File: config.mk
export PLATFORM = sky130hd
export DESIGN_NAME = rx_frame_deserializer
export DESIGN_NICKNAME = d
export VERILOG_FILES = /design/src/rtl/rx_frame_deserializer.sv
export SDC_FILE = /design/constraint.sdc
export NUM_CORES = 1
export LEC_CHECK = 0
export ABC_CLOCK_PERIOD_IN_PS = 3900
export BUFFER_PORTS_ARGS = -buffer_cell sky130_fd_sc_hd__buf_4
export CORE_MARGIN = 2
export CORE_UTILIZATION = 58
export CTS_CLUSTER_SIZE = 16
export DETAILED_ROUTE_END_ITERATION = 8
export GPL_TIMING_DRIVEN = 0
export HOLD_SLACK_MARGIN = 0.05
export PLACE_DENSITY = 0.92
export REMOVE_ABC_BUFFERS = 1
export SLEW_MARGIN = 10
export SYNTH_ARGS = -nofsm -noshare
export SYNTH_HDL_FRONTEND = slang
export SYNTH_SLANG_ARGS = --single-unit
export TNS_END_PERCENT = 5
File: constraint.sdc
create_clock -name CLK -period 3.9 [get_ports CLK]
set_clock_uncertainty 0.05 [all_clocks]
set_input_delay 0.195 -clock CLK [delete_from_list [all_inputs] [get_ports CLK]]
set_output_delay 0.195 -clock CLK [all_outputs]
set_load 0.005 [all_outputs]
File: src/rtl/rx_frame_deserializer.sv
`default_nettype none
// ============================================================================
// Module      : rx_frame_deserializer
// Description : Serial-to-parallel frame receiver. Collects a variable number
//               of strobed data bits, an optional parity bit and a stop bit,
//               then presents the right-justified word on P_Data with a
//               one-cycle status pulse.
//               Optional feature macro: RX_DESER_PARITY_EN (parity checking).
// Revision    : 1.0 - initial release
// ============================================================================
module rx_frame_deserializer #(
    parameter int MAX_WIDTH = 9,
    parameter bit LSB_FIRST = 1'b1
) (
    input  logic                           CLK,
    input  logic                           Reset,
    input  logic                           sampled_data,
    input  logic                           sampled,
    input  logic                           deser_en,
    input  logic                           frame_start,
    input  logic [$clog2(MAX_WIDTH+1)-1:0] data_len,
    input  logic                           par_en,
    input  logic                           par_type,
    output logic [MAX_WIDTH-1:0]           P_Data,
    output logic                           data_valid,
    output logic                           par_err,
    output logic                           frame_err,
    output logic                           busy
);

    localparam int LW = $clog2(MAX_WIDTH + 1);

    localparam logic [1:0] S_IDLE   = 2'd0;
    localparam logic [1:0] S_DATA   = 2'd1;
    localparam logic [1:0] S_PARITY = 2'd2;
    localparam logic [1:0] S_STOP   = 2'd3;

    logic [1:0]           state;
    logic [1:0]           state_nxt;
    logic [LW-1:0]        cnt;
    logic [LW-1:0]        len_q;
    logic [LW-1:0]        len_clamped;
    logic [LW-1:0]        wr_idx;
    logic                 last_bit;
    logic [MAX_WIDTH-1:0] shreg;
    logic                 par_bad;
    logic                 par_en_q;

    // Clamp the requested length into the supported 5..MAX_WIDTH range
    always_comb begin
        len_clamped = data_len;
        if (data_len < LW'(5)) begin
            len_clamped = LW'(5);
        end else if (data_len > LW'(MAX_WIDTH)) begin
            len_clamped = LW'(MAX_WIDTH);
        end
    end

    // Bit position of the incoming bit and end-of-data detection
    always_comb begin
        wr_idx   = LSB_FIRST ? cnt : (len_q - LW'(1) - cnt);
        last_bit = (cnt == (len_q - LW'(1)));
    end

    // State register
    always_ff @(posedge CLK or negedge Reset) begin
        if (!Reset) begin
            state <= S_IDLE;
        end else begin
            state <= state_nxt;
        end
    end

    // Next-state decode; dropping deser_en always returns to IDLE
    always_comb begin
        state_nxt = state;
        if (!deser_en) begin
            state_nxt = S_IDLE;
        end else begin
            case (state)
                S_IDLE:   if (frame_start) state_nxt = S_DATA;
`ifdef RX_DESER_PARITY_EN
                S_DATA:   if (sampled && last_bit) state_nxt = par_en_q ? S_PARITY : S_STOP;
                S_PARITY: if (sampled) state_nxt = S_STOP;
`else
                S_DATA:   if (sampled && last_bit) state_nxt = S_STOP;
`endif
                S_STOP:   if (sampled) state_nxt = S_IDLE;
                default:  state_nxt = S_IDLE;
            endcase
        end
    end

    // State-derived outputs
    always_comb begin
        busy = (state != S_IDLE);
    end

    // Data path: bit collection, word publication and stop-bit status pulses
    always_ff @(posedge CLK or negedge Reset) begin
        if (!Reset) begin
            cnt        <= '0;
            len_q      <= LW'(5);
            shreg      <= '0;
            P_Data     <= '0;
            data_valid <= 1'b0;
            frame_err  <= 1'b0;
        end else begin
            data_valid <= 1'b0;
            frame_err  <= 1'b0;
            if (deser_en) begin
                case (state)
                    S_IDLE: begin
                        if (frame_start) begin
                            cnt   <= '0;
                            shreg <= '0;
                            len_q <= len_clamped;
                        end
                    end
                    S_DATA: begin
                        if (sampled) begin
                            for (int i = 0; i < MAX_WIDTH; i++) begin
                                if (wr_idx == LW'(i)) begin
                                    shreg[i] <= sampled_data;
                                end
                            end
                            cnt <= cnt + LW'(1);
                        end
                    end
                    S_STOP: begin
                        if (sampled) begin
                            if (sampled_data && !par_bad) begin
                                P_Data     <= shreg;
                                data_valid <= 1'b1;
                            end
                            frame_err <= ~sampled_data;
                        end
                    end
                    default: ;
                endcase
            end
        end
    end

`ifdef RX_DESER_PARITY_EN
    logic par_type_q;
    logic par_acc;

    // Parity tracking: running XOR of data bits, checked against the parity bit
    always_ff @(posedge CLK or negedge Reset) begin
        if (!Reset) begin
            par_en_q   <= 1'b0;
            par_type_q <= 1'b0;
            par_acc    <= 1'b0;
            par_bad    <= 1'b0;
            par_err    <= 1'b0;
        end else begin
            par_err <= 1'b0;
            if (deser_en) begin
                case (state)
                    S_IDLE: begin
                        if (frame_start) begin
                            par_en_q   <= par_en;
                            par_type_q <= par_type;
                            par_acc    <= 1'b0;
                            par_bad    <= 1'b0;
                        end
                    end
                    S_DATA:   if (sampled) par_acc <= par_acc ^ sampled_data;
                    S_PARITY: if (sampled) par_bad <= (sampled_data != (par_acc ^ par_type_q));
                    S_STOP:   if (sampled) par_err <= par_bad;
                    default: ;
                endcase
            end
        end
    end
`else
    logic unused_par;
    assign unused_par = ^{par_en, par_type, par_en_q};
    assign par_en_q   = 1'b0;
    assign par_bad    = 1'b0;
    assign par_err    = 1'b0;
`endif

endmodule
`default_nettype wire

# After elaboration in Yosys (flattened, before gate mapping)
# Cells that the tools add are included.
# word_totals
ff_bits,30
input_bits,12
# op_classes
n_addsub,2
magnitude_cmp,2
n_eq_ne,25
n_mux,29
n_bitwise,1
reduce_logical,18
# ops
cell,count
$reduce_and A5 Y1,9
$ne A2 B2 Y1 const B,11
$mux W9,2
$pmux W9 S2,1
$eq A4 B3 Y1 const B,4
$mux W1,16
$mux W4,4
$ne A3 B3 Y1 const B,3
$eq A4 B2 Y1 const B,2
$mux W2,4
$pmux W4 S2,1
$reduce_and A4 Y1,2
$pmux W2 S3,1
$reduce_and A3 Y1,2
$add A4 B1 Y4 const B,1
$eq A4 B1 Y1 const B,1
$eq A4 B4 Y1,1
$eq A4 B4 Y1 const B,1
$gt A4 B4 Y1 const B,1
$logic_not A4 Y1,1
$lt A4 B3 Y1 const B,1
$reduce_bool A2 Y1,2
$sub A4 B1 Y4 const B,1
$eq A2 B1 Y1 const B,1
other kinds (4),4

# Longest topological paths before layout
# logic_depth
ltp_word,6
ltp_mapped,5

# Worst setup path after synthesis
# OpenSTA, ideal clock, no wires.
# synth_timing
path_kind,reg-to-reg
startpoint,register cnt[0]
endpoint,register shreg[0]
setup_ns,0.126
arrival_time_ns,1.474
required_time_ns,3.724
setup_slack_ns,2.250
path_stages_with_launch,6
path_buffers,0
synth_period_minus_slack_ns,1.650
cell_sequence,dfrtp_1 -> inv_1 -> ha_1 -> or3b_2 -> a211oi_1 -> o2bb2ai_1
# synth_via
elab_chain_len,3
# synth_lines
element,line_no,rtl
"start, declared",40,logic [LW-1:0] cnt;
"start signal, assigned",127,cnt <= cnt + LW'(1);
$logic_not A4 Y1,123,if (wr_idx == LW'(i)) begin
$ne A2 B2 Y1 (no source line),--,
$reduce_and A5 Y1 (no source line),--,
"end signal, assigned by index",124,shreg[i] <= sampled_data;
"end, declared",45,logic [MAX_WIDTH-1:0] shreg;
# No other way between the ends.
# A chain may end at the register's enable or synchronous reset.

# Worst setup path after layout
# layout_timing
startpoint,register state[0]
endpoint,register cnt[3]
# layout_via
elab_chain_len,3
word_cells_on_any_way,7
classes_between,eq/ne: 3; mux: 1; reduce/logical: 3
# layout_lines
element,line_no,rtl
"start, declared",38,logic [1:0] state;
"start signal, assigned",70,state <= state_nxt;
$eq A2 B1 Y1 / $logic_not A2 Y1 (equally long branches),112,case (state)
$ne A2 B2 Y1 (no source line) / $reduce_bool A2 Y1 (equally long branches),--,
$reduce_and A4 Y1 (no source line),--,
# Several ways; a longest one is shown, not always the timed one.

==> impl_metrics.yaml <==
timing:
  hold_slack_ps: 78.96
  setup_viol: 0
  slew_headroom: 0.3522
  final.period_utilization: 0.5118
  finalMaxSlewViolations: 0
  tightest_slew_ps: 944.7
  hold_violations: 0
  setup_tns_ps: 0
  rsz0062_at_grt: "no"
  fin_crit_ps: 1996
  max_freq_mhz: 500.9
run:
  max_cap_viol_count: 0
pwr:
  power_density_nw_per_um2: 380.4
  peakVddDrop_uv: 266.1
  leakagePower_nw: 0.8642
clocking:
  clkLatencyLatePin_ps: 330
  clockBufferDepth: 2
  clock-sinks: 30
  cts_tree: "built"
  cts_buffers: 5
  htreeDepth: 2
  clk_pin_slew_worst_paths_ps: 100
  cts_root_buf: "clkbuf_4"
  cts_setup_buffers: 0
layout:
  mostFrequentLayoutCells: "dfrtp_1 (28), buf_4 (21), inv_1 (15), a211oi_1 (10), mux2_4 (9)"
  nets: 184
  design_area_um2: 1878
  drive_gt1_frac: 0.2976
  area_growth_pct: 13.63
  antenna_cells: 0
  final_common_cell: "dfrtp_1"
  fillCellCount: 210
drt:
  firstDrtPassIters: 4
  via_per_inst: 5.829
  drt-wirelength-per-cell_um: 14.93
  wl_mm: 2.971
  ant_nets: 0
  drcViolationCount: 0
  drt_iter0_drc: 33
  vias: 1160
yosys:
  syn_area_um2: 1653
  synth-simple-area-share: 0.1681
  ys_async_sr_fraction: 1.000
  synth_edf_count: 0
  synth_cells: 146
  ys.flop_type: "dfrtp_1"
  synth_top_family_by_area: "simple AND/OR/NAND/NOR gates"
  synth_xor_area_frac: 0.03179
  yosysSeqAreaShare: 0.4557
  synth_compound_area_frac: 0.1302
  synth_adder_area_share: 0.03785
  synthMuxAreaShare: 0.1007
  ys_ff_latch: 30
  yosys_warnings: 0
  syn_area_per_cell_um2: 11.32
  ys_types: 41
critical_path:
  crit_path_start: "state[0]"
  slowest_delay_ps: 830
  r2r-end: "cnt[3]"
  cp.required_ps: 4070
  rr_worst_depth: 3
  rr_startpoint: "state[0]"
  cp_max_fo: 12
  worstSetupPathType: "flop to flop"
  endpoint_kind: "flop"
  arrival_ps: 2170
  start_kind: "flop"
  reg2reg_slack_ps: 1900
  slowest_stage: "mux2i_1"
  path_cells: "mux2i_1 -> nor2_1 -> a211o_1"
floorplan:
  boundaryPins: 25
  die_area_um2: 3292
  fp.dieH_um: 57.38
  coreArea_um2: 2734
  die_w_um: 57.38
  rows: 19
  initial_core_util: 0.6046
placed_design:
  place_congestion: 0.7937
  dp_hpwl_mm: 2.171
  post_dp_cell_area_um2: 1784
  io_buffers: 21
global_routing:
  grt_max_degree: 31
  grt_pass1_wl_mm: 5.368
  grt_remaining_overflow: 0
  grtUsageTotal: 0.2115
  antenna_found_initial: 0
  grt_pass1_vias: 1224
worst_hold_path:
  worstHoldPathCells: 3
  hold_path_class: "primary input to flop"
  worstHoldStart: "data_len[0]"
  min_to: "len_q[0]"
status:
  status: "complete, no violations"
## metal layers
metal  vias up  global-route usage  part of all wire
met5         -                   0                 0
met3         7             0.05215             0.042
met1       564              0.2357              0.41
met2        31              0.3636              0.53
li1        558                   -                 -
met4         0              0.1229             0.016
## flip-flops by register name, summed over array words and instances, names as in the netlist
name / count
data_valid: 1
cnt: 4
P_Data: 9
state: 2
shreg: 9
len_q: 4
frame_err: 1
## logic make-up after synthesis
family	count (synthesis)
XOR/XNOR	6
buffers and inverters	25
AO/OA/AOI/OAI	29
flip-flops	30
AND/OR/NAND/NOR	38
other	1
multiplexers	12
adder cells (fa/ha/maj)	5
## power breakdown
part	leakage [nW]	total [mW]	internal [mW]	switching (mW)
combinational	0.425	0.146	0.0748	0.0711
sequential	0.405	0.374	0.335	0.0390
clock	0.0343	0.195	0.0865	0.108
total	0.864	0.714	0.496	0.218
## per-stage QoR
stage                     cells  utilization  power, mW  setup WS [ps]
after floorplan             136            -     0.4750           2249
after global placement      188       0.6526     0.5095           1984
after detailed placement    188       0.6526     0.5234           1926
after CTS                   199       0.6870     0.7189           1915
after global routing        199       0.6870     0.7565           1751
final                       199       0.6870     0.7145           1904
## worst max-delay path, delay by kind of cell, from the launching register on
family,cells,cell delay [ps]
flops,1,500
mux,1,830
simple gates,1,200
compound gates,1,310
## synthesized netlist by cell type (4+ instances only)
master,number,area share
nand2_1,6,0.014
xnor2_1,4,0.021
buf_2,4,0.012
or3b_2,5,0.026
o2bb2ai_1,8,0.042
o21ai_0,4,0.012
dfrtp_1,28,0.42
inv_1,15,0.034
nand3b_1,6,0.027
a211oi_1,10,0.045
mux2_4,9,0.082
ha_1,5,0.038
## repair_timing
item / CTS / global route
hold buffers: 3 / 0
gates resized for setup: 0 / 0
endpoints found under the hold margin: 32 / 0
## worst max-delay path by stage
| stage | depth (start not counted) | slack (ps) | end |
|---|---|---|---|
| floorplan | 5 | 2250 | shreg[0] |
| global placement | 3 | 1980 | cnt[3] |
| detailed placement | 3 | 1930 | cnt[3] |
| CTS | 3 | 1910 | cnt[3] |
| global route | 3 | 1750 | cnt[3] |
| finish | 3 | 1900 | cnt[3] |
## layout make-up
type                    instances  area, µm²  area share
repair buffers                 24      187.7     0.09993
clock inverters                 2      12.51    0.006662
flip-flops and latches         30      753.2      0.4011
well taps                      31      38.79     0.02065
clock buffers                   6      51.30     0.02732
inverters                      15      56.30     0.02998
multi-input cells              91      778.2      0.4144
Note: power is estimated with default switching activity, not from simulation.
